`config.mk`:
```
export PLATFORM = sky130hd
export DESIGN_NAME = inta_sequencer
export DESIGN_NICKNAME = d
export VERILOG_FILES = /design/src/rtl/inta_sequencer.sv
export SDC_FILE = /design/constraint.sdc
export NUM_CORES = 1
export LEC_CHECK = 0
export ABC_CLOCK_PERIOD_IN_PS = 2700
export CAP_MARGIN = 10
export CORE_MARGIN = 3
export CORE_UTILIZATION = 44
export CTS_CLUSTER_DIAMETER = 150
export DETAILED_ROUTE_END_ITERATION = 8
export PLACE_DENSITY = 0.89
export SETUP_SLACK_MARGIN = 0.05
export SLEW_MARGIN = 20
export SYNTH_ARGS = -nofsm -noshare
export SYNTH_HDL_FRONTEND = slang
export SYNTH_SLANG_ARGS = --single-unit
```
`constraint.sdc`:
```
create_clock -name clk -period 2.7 [get_ports clk]
set_input_delay 0.81 -clock clk [delete_from_list [all_inputs] [get_ports clk]]
set_output_delay 0.81 -clock clk [all_outputs]
set_load 0.005 [all_outputs]
```
`src/rtl/inta_sequencer.sv`:
```
// ============================================================================
// Module   : inta_sequencer
// Function : 8259 fixed-priority resolver, INT/INTA handshake tracker, ISR and
//            8086-mode vector byte driver feeding the cascade block.
// Revision : 1.0
// ============================================================================
`default_nettype none

module inta_sequencer #(
    parameter int SYNC_STAGES = 2
) (
    input  logic       clk,
    input  logic       rst,
    input  logic [7:0] ir,
    input  logic [7:0] imr,
    input  logic [4:0] vector_base,
    input  logic       sngl,
    input  logic       sp,
    input  logic [7:0] slave_reg,
    input  logic       aeoi,
    input  logic       eoi,
    input  logic       inta_n,
    input  logic       vec_flag,
    output logic       int_out,
    output logic       pulse1,
    output logic       pulse2,
    output logic [2:0] intr_id,
    output logic [7:0] isr,
    output logic [7:0] data_out,
    output logic       data_oe
);

    typedef enum logic [2:0] {
        S_IDLE = 3'd0,
        S_REQ  = 3'd1,
        S_P1   = 3'd2,
        S_GAP  = 3'd3,
        S_P2   = 3'd4
    } state_t;

    localparam logic [2:0] c_SPUR_ID = 3'd7;

    state_t                 r_state, w_state_n;
    logic [SYNC_STAGES-1:0] r_sync;
    logic                   r_prev, r_valid, r_arm;
    logic                   r_oe_armed, r_spur;
    logic                   w_synced, w_fall, w_rise;
    logic [7:0]             w_elig, w_eoi_mask, w_isr_set, w_isr_clr;
    logic                   w_blk;
    logic [2:0]             w_id;
    logic                   w_int_n, w_p1_n, w_p2_n, w_oe_n, w_oe_armed_n, w_spur_n;
    logic [2:0]             w_id_n;
    logic [7:0]             w_dout_n;

    // Edges are only trusted once a real high has entered the synchronizer,
    // so an INTA held low across reset cannot fake a falling edge.
    assign w_synced = r_sync[SYNC_STAGES-1];
    assign w_fall   = r_arm & r_prev & ~w_synced;
    assign w_rise   = ~r_prev & w_synced;

    always_comb begin
        w_blk      = 1'b0;
        w_elig     = '0;
        w_id       = 3'd0;
        w_eoi_mask = '0;
        for (int i = 0; i < 8; i++) begin
            w_blk     = w_blk | isr[i];
            w_elig[i] = ir[i] & ~imr[i] & ~w_blk;
        end
        for (int i = 7; i >= 0; i--) begin
            if (w_elig[i]) w_id = 3'(i);
            if (isr[i]) begin
                w_eoi_mask    = '0;
                w_eoi_mask[i] = 1'b1;
            end
        end
    end

    always_comb begin
        w_state_n    = r_state;
        w_int_n      = int_out;
        w_p1_n       = pulse1;
        w_p2_n       = pulse2;
        w_id_n       = intr_id;
        w_dout_n     = data_out;
        w_oe_n       = data_oe;
        w_oe_armed_n = r_oe_armed;
        w_spur_n     = r_spur;
        w_isr_set    = '0;
        w_isr_clr    = eoi ? w_eoi_mask : 8'h00;
        unique case (r_state)
            S_IDLE: begin
                if (|w_elig) begin
                    w_int_n   = 1'b1;
                    w_state_n = S_REQ;
                end
            end
            S_REQ: begin
                if (w_fall) begin
                    w_int_n   = 1'b0;
                    w_p1_n    = 1'b1;
                    w_state_n = S_P1;
                    if (|w_elig) begin
                        w_id_n    = w_id;
                        w_isr_set = 8'h01 << w_id;
                        w_spur_n  = 1'b0;
                    end else begin
                        w_id_n   = c_SPUR_ID;
                        w_spur_n = 1'b1;
                    end
                end else if (~|w_elig) begin
                    w_int_n   = 1'b0;
                    w_state_n = S_IDLE;
                end
            end
            S_P1: begin
                if (w_rise) begin
                    w_p1_n    = 1'b0;
                    w_state_n = S_GAP;
                end
            end
            S_GAP: begin
                if (w_fall) begin
                    w_p2_n       = 1'b1;
                    w_dout_n     = {vector_base, intr_id};
                    w_oe_armed_n = 1'b0;
                    w_state_n    = S_P2;
                end
            end
            S_P2: begin
                if (w_rise) begin
                    w_p2_n    = 1'b0;
                    w_oe_n    = 1'b0;
                    w_state_n = S_IDLE;
                    if (aeoi && !r_spur) w_isr_clr = w_isr_clr | (8'h01 << intr_id);
                end else if (!r_oe_armed) begin
                    // Drive decision (and vec_flag) is sampled once, then held.
                    w_oe_n       = sngl | (sp & ~slave_reg[intr_id]) | (~sp & vec_flag);
                    w_oe_armed_n = 1'b1;
                end
            end
            default: w_state_n = S_IDLE;
        endcase
    end

    always_ff @(posedge clk) begin
        if (rst) begin
            r_sync     <= '1;
            r_prev     <= 1'b1;
            r_valid    <= 1'b0;
            r_arm      <= 1'b0;
            r_state    <= S_IDLE;
            r_oe_armed <= 1'b0;
            r_spur     <= 1'b0;
            int_out    <= 1'b0;
            pulse1     <= 1'b0;
            pulse2     <= 1'b0;
            intr_id    <= 3'd0;
            isr        <= 8'h00;
            data_out   <= 8'h00;
            data_oe    <= 1'b0;
        end else begin
            r_sync     <= {r_sync[SYNC_STAGES-2:0], inta_n};
            r_prev     <= w_synced;
            r_valid    <= 1'b1;
            r_arm      <= r_arm | (r_valid & r_sync[0]);
            r_state    <= w_state_n;
            r_oe_armed <= w_oe_armed_n;
            r_spur     <= w_spur_n;
            int_out    <= w_int_n;
            pulse1     <= w_p1_n;
            pulse2     <= w_p2_n;
            intr_id    <= w_id_n;
            isr        <= (isr & ~w_isr_clr) | w_isr_set;
            data_out   <= w_dout_n;
            data_oe    <= w_oe_n;
        end
    end

endmodule

`default_nettype wire

```
==> impl_metrics.py <==
metrics = {
    "clock_network": {
        "cts_resized": 0,
        "cts_tree": "done",
        "clk_latency_ps": 290,
        "cts_hold_buf": 0,
        "htree_levels": 2,
        "root_buffer": "clkbuf_8",
        "cts.clk_slew.worst_paths_ps": 70,
        "cts.path.max_buffers": 2,
        "cts_sinks": 33,
        "post_cts_buffers": 0,
        "numCtsBuffers": 5,
    },
    "min_path": {
        "hold-path-endpoint": "r_sync[1]",
        "hold_class": "flop to flop",
        "whs_path_depth": 1,
        "hp-start": "r_sync[0]",
    },
    "placed_design": {
        "placed_area_um2": 2360,
        "gp_congestion": 0.884,
        "io_buffers": 59,
        "dp_slack_ps": -55.5,
        "hpwl_um": 3430,
        "dpl.cell_count": 298,
    },
    "timing": {
        "drv_slew": 0,
        "finalHoldViolCount": 0,
        "setup_viol": 0,
        "max_slew_margin": 0.551,
        "fmax_mhz": 406,
        "worst_slew_pin_slew_ps": 668,
        "period_needed_ps": 2460,
        "clock_skew_ps": 7.58,
        "finalCritPeriodShare": 0.912,
        "grt_setup_unrepaired": "false",
        "setup_slack_ps": 237,
    },
    "global_route": {
        "grt_pass1_vias": 1600,
        "grt_usage": 0.216,
        "grt_pass1_wl_um": 7330,
        "antenna_found_initial": 0,
        "grt_max_degree": 18,
        "grt-ovfl-total": 0,
    },
    "floorplan": {
        "die_x_um": 67.8,
        "die_h_um": 67.8,
        "core_um2": 3490,
        "die_area_um2": 4600,
        "io_pins": 60,
        "start_util": 0.481,
        "placementRows": 21,
    },
    "finish": {
        "final_common_cell": "clkdlybuf4s50_1",
        "regArea_um2": 661,
        "syn2layout_area_growth_pct": 47.4,
        "final_cells": 306,
        "fin_nets": 296,
        "layout-drive-gt1-share": 0.135,
        "multiInputGateArea_um2": 967,
        "diodes": 0,
        "finish.utilization": 0.709,
        "final_area_um2": 2480,
        "nFillCells": 273,
        "final_cell_mix": "clkdlybuf4s50_1, dfxtp_1, nor2_1",
    },
    "power": {
        "powerDensity_nw_per_um2": 467,
        "total_power_w": 0.00116,
        "ir_drop_mv": 0.379,
        "power_leakage_nw": 0.880,
    },
    "yosys": {
        "netlist.area_leader.share": 0.393,
        "yosys.area.top_type": "dfxtp_1",
        "async_reset_ff_frac": 0,
        "synth_area_per_cell_um2": 8.71,
        "ys_seq_area_frac": 0.393,
        "synth_nets": 230,
        "ys.flop_type": "dfxtp_1",
        "synth.distinct_cells": 56,
        "syn-cell-area_um2": 1680,
        "yosys-top-cells-area": "dfxtp_1, nor2_1, mux2i_1, nand2_1, a21oi_1",
        "synth_edf_count": 0,
        "yosysWarnings": 0,
        "synthCells": 193,
        "ys_ff_latch": 33,
    },
    "worst_setup_path": {
        "r2r-start": "isr[0]",
        "worstReg2RegEnd": "int_out",
        "critPathArrivalTime_ps": 2650,
        "reg2regPathDepth": 7,
        "endpoint_kind": "flop",
        "startpoint_type": "primary input",
        "crit_fanout": 6,
        "reg2reg_slack_ps": 520,
        "critPathKind": "primary input to flop",
        "worst_ep_required_time_ps": 2890,
    },
    "route": {
        "viasPerCell": 5.54,
        "drt_iter0_drc": 81,
        "drtAntennaViolNets": 0,
        "wl_per_cell_um": 14.9,
        "drcViolationCount": 0,
        "vias": 1694,
        "drt-total-wl_um": 4570,
        "dr.pass1.iters": 4,
    },
    "job": {
        "cap_violations": 0,
    },
    "status": {
        "status": "completed",
    },
}
==> critical path, stage by stage <==
cell	delay, ps
clkdlybuf4s50_1	450
nor4b_1	380
or2_4	240
nor3_2	50
buf_4	160
nor2b_4	130
o211a_1	210
a2111oi_2	220
==> power by group <==
part / total [W] / internal [W] / switching [W]
registers: 0.000512 / 0.000497 / 0.0000149
clock network: 0.000483 / 0.000301 / 0.000182
logic: 0.000163 / 0.0000998 / 0.0000630
total: 0.00116 / 0.000898 / 0.000260
==> per-stage QoR <==
stage / hold slack [ps] / TNS [ps]
after global routing: 480 / 0
after floorplan: 415 / 0
after detailed placement: 423 / -70.9
final: 438 / 0
after CTS: 439 / 0
after global placement: 423 / 0
==> registers in the layout, summed over array words and instances, names as in the netlist <==
register    cells
r_oe_armed      1
pulse1          1
intr_id         3
data_oe         1
r_valid         1
data_out        8
r_arm           1
r_sync          2
r_spur          1
isr             8
r_prev          1
int_out         1
r_state         3
pulse2          1
==> synthesized netlist by cell type, types with 2 or more instances <==
library cell  instances
o31ai_1               4
nand3_1               4
nor2b_1               4
nor3_1                5
nor4b_1               2
nand2b_1              7
buf_1                 2
mux4_2                2
nand2_1              20
mux2i_1               8
o21ai_0               4
o2111ai_1             2
o211ai_1              2
nor2_1               26
a21oi_1              12
a31oi_1               2
dfxtp_1              33
o22ai_1               3
clkbuf_1              6
nand3b_1              2
or2_2                 3
inv_1                 5
nor3b_1               2
==> layer usage <==
metal  wire length [µm]  part of all wire  global-route usage  vias up
met5                  0                 0                   0        -
met4                 75             0.016               0.109        0
met3                340             0.074              0.0673        9
met2               2240              0.49               0.351       64
met1               1920              0.42               0.255      785
li1                   -                 -                   -      836
==> kinds of logic (layout without fill, tap and decap cells) <==
group	after synthesis	after routing	synth area share
adder cells (fa/ha/maj)	1	1	0.00595
XOR/XNOR	1	1	0.00521
flip-flops	33	33	0.393
AO/OA/AOI/OAI	44	44	0.186
buffers and inverters	14	81	0.0320
AND/OR/NAND/NOR	89	89	0.297
multiplexers	11	11	0.0811
==> worst max-delay path by stage <==
stage / from / endpoint / slack [ps]
after floorplan: ir[1] / r_state[0] / 390
after global placement: ir[7] / r_state[0] / 8
after detailed placement: ir[1] / int_out / -60
after CTS: ir[1] / int_out / 250
after global routing: ir[1] / int_out / 150
final: ir[1] / int_out / 240
==> cell type report <==
type                       count  area share
inverter                       5     0.00757
clock buffer                   7      0.0348
sequential                    33       0.267
timing repair buffer          68       0.266
multi-input combinational    146       0.390
tap                           46      0.0232
clock inverter                 1      0.0121
(Power assumes the default switching activity.)
